`config.mk`:
```
export PLATFORM = sky130hd
export DESIGN_NAME = if_stage
export DESIGN_NICKNAME = d
export VERILOG_FILES = /design/src/rtl/if_stage.sv
export SDC_FILE = /design/constraint.sdc
export NUM_CORES = 1
export LEC_CHECK = 0
export BUFFER_PORTS_ARGS = -buffer_cell sky130_fd_sc_hd__buf_4
export CAP_MARGIN = 30
export CORE_ASPECT_RATIO = 0.6
export CORE_MARGIN = 5
export CORE_UTILIZATION = 51
export DETAILED_ROUTE_END_ITERATION = 16
export GPL_TIMING_DRIVEN = 0
export PLACE_DENSITY_LB_ADDON = 0.12
export REMOVE_ABC_BUFFERS = 1
export SYNTH_ARGS = -nofsm -noshare
export SYNTH_HDL_FRONTEND = slang
export SYNTH_SLANG_ARGS = --single-unit
```
`constraint.sdc`:
```
create_clock -name clk -period 2.6 [get_ports clk]
set_input_delay 0.52 -clock clk [delete_from_list [all_inputs] [get_ports clk]]
set_output_delay 0.52 -clock clk [all_outputs]
set_load 0.01 [all_outputs]
```
`src/rtl/if_stage.sv`:
```
// Instruction-fetch stage of the 5-stage MIPS pipeline.
// Owns the program counter, addresses the combinational instruction memory,
// and loads the IF/ID pipeline register for decode. Redirects from EX squash
// the wrong-path fetch with a bubble; stalls from the hazard unit freeze the stage.
module if_stage #(
   parameter logic [31:0] RESET_PC  = 32'h0000_0000,
   parameter logic [31:0] NOP_INSTR = 32'h0000_0000
) (
   input  logic        clk,
   input  logic        reset,
   input  logic        stall,
   input  logic        redirect,
   input  logic [31:0] redirect_pc,
   output logic [31:0] imem_addr,
   input  logic [31:0] imem_instr,
   output logic [31:0] if_id_instr,
   output logic [31:0] if_id_pc,
   output logic [31:0] if_id_pc_plus4,
   output logic        if_id_valid,
   output logic        misalign_err,
   output logic [31:0] fetch_count
);

   // Next sequential word address; wraps modulo 2^32 by construction.
   function automatic logic [31:0] pc_inc(input logic [31:0] pc);
      pc_inc = pc + 32'd4;
   endfunction

   // Force a redirect target onto a word boundary.
   function automatic logic [31:0] word_align(input logic [31:0] addr);
      word_align = {addr[31:2], 2'b00};
   endfunction

   logic [31:0] pc_p0;
   logic [31:0] instr_p1;
   logic [31:0] pc_p1;
   logic [31:0] pc4_p1;
   logic        vld_p1;
   logic        err_q;
   logic [31:0] cnt_q;
   logic        advance;

   // A normal advance happens only when neither reset, redirect nor stall wins.
   assign advance = !reset && !redirect && !stall;

   // ---- stage p0: program counter drives instruction memory ----
   assign imem_addr = pc_p0;

   // Program counter update with reset > redirect > stall > advance priority.
   always_ff @(posedge clk) begin
      if (reset)
         pc_p0 <= RESET_PC;
      else if (redirect)
         pc_p0 <= word_align(redirect_pc);
      else if (!stall)
         pc_p0 <= pc_inc(pc_p0);
   end

   // ---- stage p1: IF/ID pipeline register ----
   // IF/ID load: bubble on redirect (pc fields hold), capture fetch on advance.
   always_ff @(posedge clk) begin
      if (reset) begin
         instr_p1 <= NOP_INSTR;
         pc_p1    <= 32'd0;
         pc4_p1   <= 32'd0;
         vld_p1   <= 1'b0;
      end else if (redirect) begin
         instr_p1 <= NOP_INSTR;
         vld_p1   <= 1'b0;
      end else if (!stall) begin
         instr_p1 <= imem_instr;
         pc_p1    <= pc_p0;
         pc4_p1   <= pc_inc(pc_p0);
         vld_p1   <= 1'b1;
      end
   end

   // Sticky flag for any redirect target that was not word-aligned.
   always_ff @(posedge clk) begin
      if (reset)
         err_q <= 1'b0;
      else if (redirect && (redirect_pc[1:0] != 2'b00))
         err_q <= 1'b1;
   end

   // Count of valid instructions delivered into IF/ID; wraps naturally.
   always_ff @(posedge clk) begin
      if (reset)
         cnt_q <= 32'd0;
      else if (advance)
         cnt_q <= cnt_q + 32'd1;
   end

   assign if_id_instr    = instr_p1;
   assign if_id_pc       = pc_p1;
   assign if_id_pc_plus4 = pc4_p1;
   assign if_id_valid    = vld_p1;
   assign misalign_err   = err_q;
   assign fetch_count    = cnt_q;

endmodule

```
* Word-level counts from Yosys, hierarchy flattened
Cells that the tools add are included.
Operators by class: add/subtract/negate cells 2, equal/unequal tests 1, bitwise gates (word level) 2, reduce and logical (&&, ||, !) cells 9, mux-type cells 2
Operators by type and width (number):
- 32-bit two-way mux | 2
- 32-bit by 1-bit adder with 32-bit output (second input constant) | 1
- 32-bit by 3-bit adder with 32-bit output (second input constant) | 1
- 1-bit logical AND | 3
- 1-bit logical NOT | 3
- 2-bit by 1-bit inequality test with 1-bit output (second input constant) | 1
- 1-bit inverter | 2
- 2-bit AND reduction | 1
- 2-bit nonzero test | 1
- 2-bit OR reduction | 1
Word-level totals: output and inout port bits 162, input bits 68, register bits after elaboration 162, word-level logic and storage cells 24

* Longest topological paths before layout
Gate-level depths: netlist of run 1.
depth in word-level cells 3, depth in mapped cells 6, gate-level depth less buffers 5

* Least setup slack after synthesis of run 1
Ideal clock, no wire load.
kind in2reg, from input port stall, to register cnt_q[17] (netlist: fetch_count[17]), arrival 2032 ps, cell stages on the path 6, required time 2530 ps, library setup time 70 ps, setup slack 498 ps, cells stage by stage or2_1 -> clkbuf_1 -> or4_1 -> buf_2 -> or4_1 -> a21oi_1
Between the ends: word-level cells in the longest chain between the ends 2
RTL lines:
- start, declared | RTL line 11 | input logic stall,
- 1-bit logical NOT
- 1-bit logical AND | RTL line 44 | assign advance = !reset && !redirect && !stall;
- end signal, assigned | RTL line 91 | cnt_q <= cnt_q + 32'd1;
- end, declared | RTL line 40 | logic [31:0] cnt_q;
Every way passes these cells. A chain may end at the register's enable or synchronous reset.

* Final worst setup path of run 1
from register pc_p0[2] (netlist: imem_addr[2]), to register pc4_p1[24] (netlist: if_id_pc_plus4[24])
Between the ends: word-level cells in the longest chain between the ends 1
RTL lines:
- start, declared | RTL line 34 | logic [31:0] pc_p0;
- start signal, assigned | RTL line 54 | pc_p0 <= word_align(redirect_pc);
- start signal, assigned | RTL line 56 | pc_p0 <= pc_inc(pc_p0);
- 32-bit by 3-bit adder with 32-bit output | RTL line 26 | pc_inc = pc + 32'd4;
- end signal, assigned | RTL line 73 | pc4_p1 <= pc_inc(pc_p0);
- end, declared | RTL line 37 | logic [31:0] pc4_p1;
Every way passes these cells.

==> results of run 1 <==
## final cells by class
cell class,instances,area [um^2]
clock buffers,21,470
clock inverters,11,180
fillers,1149,4070
inverters,9,33.8
multi-input cells,597,3670
flip-flops and latches,156,3120
well taps,175,219
repair buffers,237,1860
## flip-flops by register name, indices dropped and copies added, names as in the netlist
signal / cells
fetch_count: 32
if_id_instr: 32
if_id_pc_plus4: 30
if_id_pc: 30
imem_addr: 30
misalign_err: 1
if_id_valid: 1
## power breakdown
part | total [uW] | switching [uW] | internal [uW] | leakage, uW
logic | 613 | 309 | 304 | 0.00222
registers | 2610 | 124 | 2490 | 0.00128
clock network | 2720 | 1020 | 1700 | 0.000309
## critical path, delay by kind of cell (launching register included)
family | cells | cell delay [ps]
compound gates | 1 | 300
flops | 1 | 510
fa+ha+maj | 1 | 350
simple gates | 3 | 1180
## synthesized netlist by cell type (all sizes together), types with 21 or more instances
master,number,area [um^2]
or4,25,191
buf,35,190
nand2,93,349
dfxtp,156,3120
nor2,108,405
a21oi,60,300
nand4,26,205
mux2i,33,330
a211oi,26,195
a311oi,21,184
clkbuf,40,150
## metal layers
layer | wire length (um) | vias to the layer above | part of all wire
met1 | 10300 | 3266 | 0.47
li1 | - | 3378 | -
met5 | 0 | - | 0
met2 | 9200 | 289 | 0.42
met3 | 2070 | 22 | 0.095
met4 | 245 | 0 | 0.011
## what timing repair did
item,4_1_cts,5_1_grt
gates resized for setup,1,9
setup buffers,0,9
pin swaps,0,3
setup endpoints to repair,3,26
## metrics by stage
step / hold WS [ps] / std cells / util / TNS (ps) / worst slack [ps]
after floorplan: 463 / 762 / - / -75340 / -1480
after global placement: 434 / 1160 / 0.636 / -242910 / -4040
after detailed placement: 449 / 1165 / 0.645 / -6130 / -436
after CTS: 319 / 1197 / 0.693 / 0 / 6.00
after global routing: 322 / 1206 / 0.701 / 0 / 13.4
final: 331 / 1206 / 0.701 / 0 / 152
## cells by family (layout without fill, tap and decap cells)
| logic type | after synthesis | after routing | synth area share |
|---|---|---|---|
| other | 1 | 6 | 0.000529 |
| and+or+nand+nor | 360 | 360 | 0.263 |
| xor gates and xnor gates | 31 | 31 | 0.0383 |
| adders and majority gates | 2 | 2 | 0.00353 |
| AOI/OAI and AO/OA | 161 | 161 | 0.149 |
| muxes | 37 | 37 | 0.0529 |
| buffers and inverters | 84 | 278 | 0.0528 |
| DFF | 156 | 156 | 0.440 |
## worst min-delay path by stage
stage	end	slack, ps
after floorplan	misalign_err	460
after global placement	if_id_valid	430
after detailed placement	if_id_pc[19]	450
after CTS	if_id_instr[3]	320
after global routing	if_id_instr[7]	320
final	if_id_instr[4]	330
==> flow_metrics.py, run 1 <==
metrics = {
    "global_routing": {
        "grt_pass1_wl_um": 34100,
        "grt_max_degree": 69,
        "gr-max-usage-layer": "met1",
        "groute.layer.met2.usage": 0.373,
        "antenna_found_initial": 0,
        "grt_overflow": 0,
        "grt_pass1_vias": 6406,
        "grtUsageTotal": 0.260,
        "met3_usage": 0.0915,
        "grtUsageMet1": 0.374,
    },
    "clock_network": {
        "cts_tree": "done",
        "clock_latency_ps": 420,
        "postCtsHoldBufs": 0,
        "cts.path.max_buffers": 2,
        "root_buffer": "clkbuf_16",
        "cts.sinks": 156,
        "cts_buffers": 17,
        "clk_pin_slew_ps": 60,
        "htree_levels": 4,
    },
    "sta": {
        "finalSetupViolations": 0,
        "worst_pin_slew_ps": 794,
        "rsz0062_at_grt": "no",
        "min_period_over_period": 0.942,
        "max_freq_mhz": 408,
        "min_period_ps": 2450,
        "relSlewSlack": 0.471,
        "slew_violations": 0,
        "fin_skew_ps": 8.19,
        "hold_viol": 0,
    },
    "cells_and_area": {
        "n_antenna_cell": 0,
        "fin_area_mm2": 0.00956,
        "layout_commonest_cell": "buf_4",
        "layout-drive-gt1-share": 0.284,
        "num-nets-final": 1088,
        "syn2layout_area_growth_pct": 34.8,
        "layout_common_cells": "buf_4, dfxtp_1, nor2_1, nand2_1, a21oi_1",
    },
    "synthesis": {
        "synth_area_mm2": 0.00709,
        "ys.flop_type": "dfxtp_1",
        "seq_area_frac_synth": 0.440,
        "synthCells": 832,
        "synth_warnings": 0,
        "yosys.cell_types.count": 55,
        "synthArstFlopShare": 0,
        "synth-edff-count": 0,
        "ys_seq_elements": 156,
        "avgSynthCellArea_um2": 8.52,
    },
    "floorplanning": {
        "io_pins": 230,
        "die_x_um": 162,
        "die_y_um": 101,
        "row_count": 33,
        "initial_core_util": 0.520,
        "design.core.area_mm2": 0.0136,
        "die-area_mm2": 0.0164,
    },
    "worst_setup_path": {
        "rrSetupSlack_ps": 150,
        "crit-reg2reg-launch": "imem_addr[2]",
        "worstPathArrival_ps": 2760,
        "crit_path_end": "if_id_pc_plus4[24]",
        "startpoint": "imem_addr[2]",
        "cp-start-kind": "flop",
        "cpPeakStageDelay_ps": 510,
        "crit_required_ps": 2910,
        "slowest_stage": "dfxtp_1",
        "r2r-end": "if_id_pc_plus4[24]",
        "path_class": "reg -> reg",
        "ff2ff_path_depth": 5,
        "cp-end-kind": "flop",
        "worstPathCellList": "ha_1 > nand3_2 > or2_0 > or4_1 > a311oi_1",
        "path_max_fanout": 9,
    },
    "placed_design": {
        "dpl_cell_area_mm2": 0.00879,
        "gp_congestion": 0.900,
        "hpwl_um": 15300,
        "port_buffers": 223,
    },
    "status": {
        "status": "finished clean",
    },
    "hold_path": {
        "hp-class": "in -> reg",
        "hp-start": "imem_instr[4]",
        "whs_path_depth": 3,
    },
    "detailed_routing": {
        "viasPerCell": 5.77,
        "first_pass_iters": 5,
        "wl_per_cell_um": 18.1,
        "wirelength_um": 21800,
        "final_antenna_net_count": 0,
        "drt_iter0_drc": 533,
        "via_count": 6955,
        "drc_errors": 0,
    },
    "pwr": {
        "peakVddDrop_mv": 0.425,
        "p_per_area_mw_per_mm2": 622,
        "p_leak_uw": 0.00381,
        "power_uw": 5950,
    },
    "flow_run": {
        "maxCapViolCount": 0,
    },
}
Power figures use the tool's default switching activity.
==> run 2: changes to the inputs <==
--- a/config.mk
+++ b/config.mk
@@ -12,4 +12,5 @@
 export CORE_UTILIZATION = 51
 export DETAILED_ROUTE_END_ITERATION = 16
+export GPL_ROUTABILITY_DRIVEN = 0
 export GPL_TIMING_DRIVEN = 0
 export PLACE_DENSITY_LB_ADDON = 0.12
==> constraint.sdc (replaced) <==
create_clock -name clk -period 2.6 [get_ports clk]
set_input_delay 0.13 -clock clk [delete_from_list [all_inputs] [get_ports clk]]
set_output_delay 0.13 -clock clk [all_outputs]
set_load 0.01 [all_outputs]
==> flow_metrics.py, run 2 (synthesized netlist as in run 1, its figures left out) <==
metrics = {
    "status": {
        "status": "finished clean",
    },
    "sta": {
        "slew_violations": 0,
        "fin_skew_ps": 8.81,
        "holdWs_ps": 13.1,
        "hold_viol": 0,
        "worst_pin_slew_ps": 785,
        "fin_ws_ps": 139,
        "min_period_over_period": 0.947,
        "min_period_ps": 2460,
        "rsz0062_at_grt": "no",
        "relSlewSlack": 0.476,
        "finalSetupViolations": 0,
        "max_freq_mhz": 406,
    },
    "clock_network": {
        "cts_tree": "done",
        "clk_pin_slew_ps": 70,
        "htree_levels": 4,
        "clock_latency_ps": 420,
        "cts.path.max_buffers": 2,
        "root_buffer": "clkbuf_16",
        "cts_buffers": 17,
        "cts.sinks": 156,
    },
    "worst_setup_path": {
        "path_max_fanout": 9,
        "cpLargestDelayFamily": "simple AND/OR/NAND/NOR gates",
        "cp-end-kind": "flop",
        "r2r-end": "if_id_pc_plus4[24]",
        "worstPathCellList": "ha_1 > nand3_2 > or2_0 > or4_1 > a311oi_1",
        "crit-reg2reg-launch": "imem_addr[2]",
        "rrSetupSlack_ps": 140,
        "ff2ff_path_depth": 5,
        "path_class": "reg -> reg",
        "crit_buf_inv": 0,
        "cp-start-kind": "flop",
        "slowest_stage": "dfxtp_1",
        "cpPeakStageDelay_ps": 510,
        "worstPathArrival_ps": 2770,
        "crit_required_ps": 2910,
    },
    "detailed_routing": {
        "first_pass_iters": 5,
        "via_count": 7197,
        "wl_per_cell_um": 18.2,
        "drc_errors": 0,
        "viasPerCell": 5.73,
        "final_antenna_net_count": 0,
        "wirelength_um": 22800,
        "drt_iter0_drc": 593,
    },
    "cells_and_area": {
        "num-nets-final": 1137,
        "layout_commonest_cell": "buf_4",
        "utilization": 0.736,
        "layout_common_cells": "buf_4, dfxtp_1, nor2_1, nand2_1, a21oi_1",
        "n_fill_cell": 1066,
        "layout-drive-gt1-share": 0.269,
        "n_antenna_cell": 0,
        "syn2layout_area_growth_pct": 41.5,
        "fin_area_mm2": 0.0100,
    },
    "floorplanning": {
        "row_count": 33,
        "die_y_um": 101,
        "design.core.area_mm2": 0.0136,
        "io_pins": 230,
        "die-area_mm2": 0.0164,
        "die_x_um": 162,
        "initial_core_util": 0.520,
    },
    "pwr": {
        "p_per_area_mw_per_mm2": 600,
        "peakVddDrop_mv": 0.427,
        "p_leak_uw": 0.00401,
        "power_uw": 6020,
    },
    "global_routing": {
        "grtUsageTotal": 0.273,
        "grt_pass1_wl_um": 35900,
        "grt_pass1_vias": 6784,
        "grt_overflow": 0,
        "grt_max_degree": 69,
        "antenna_found_initial": 0,
    },
    "placed_design": {
        "hpwl_um": 15300,
        "port_buffers": 223,
        "pre_cts_ws_ps": -45.5,
        "dpl_cell_area_mm2": 0.00879,
    },
    "hold_path": {
        "hp-class": "in -> reg",
        "min_to": "misalign_err",
        "hp-start": "redirect_pc[0]",
        "whs_path_depth": 3,
    },
    "flow_run": {
        "maxCapViolCount": 0,
    },
}
run 2: changes by cell type in the layout (fill, tap and decap cells not counted), sizes merged:
cell	before	now
dlygate4sd3	0	49
run 2: how the worst max path moves through the flow:
stage,cells after the start,slack (ps),endpoint,from
floorplan,3,-1090,imem_addr[25],redirect
global placement,4,-3650,imem_addr[25],stall
detailed placement,6,-50,fetch_count[24],reset
CTS,4,6,if_id_pc_plus4[30],imem_addr[9]
global route,4,40,imem_addr[27],imem_addr[2]
finish,5,140,if_id_pc_plus4[24],imem_addr[2]
run 2: report_power, final:
group          total (uW)  switching [uW]  internal, uW
Clock                2730            1030          1700
Sequential           2610             125          2490
Combinational         680             329           351
run 2: tightest hold or removal path, stage by stage:
cell     delay [ps]
buf_4            70
o21ai_0          60
a21oi_1         130
run 2: final cells by class:
class	count	area (um^2)	share of cell area
clock buffers	21	470	0.0469
clock inverters	11	180	0.0180
inverters	9	33.8	0.00337
multi-input cells	597	3650	0.364
flip-flops and latches	156	3120	0.311
well taps	175	219	0.0218
repair buffers	286	2350	0.235
run 2: through the flow:
stage / std cells / TNS (ps)
global placement: 1160 / -207620
global route: 1255 / 0
floorplan: 762 / -48820
finish: 1255 / 0
CTS: 1245 / 0
detailed placement: 1165 / -112
run 2: what timing repair did:
action	CTS	global route
gates resized for setup	0	6
setup buffers	0	9
setup endpoints to repair	0	22
endpoints found under the hold margin	48	1
hold buffers	48	1
run 2: layer usage:
layer	GRT usage	vias up	wire length (um)
met4	0.0695	0	261
met5	0	-	0
li1	-	3481	-
met2	0.410	310	9900
met1	0.382	3384	10600
met3	0.0891	22	2090
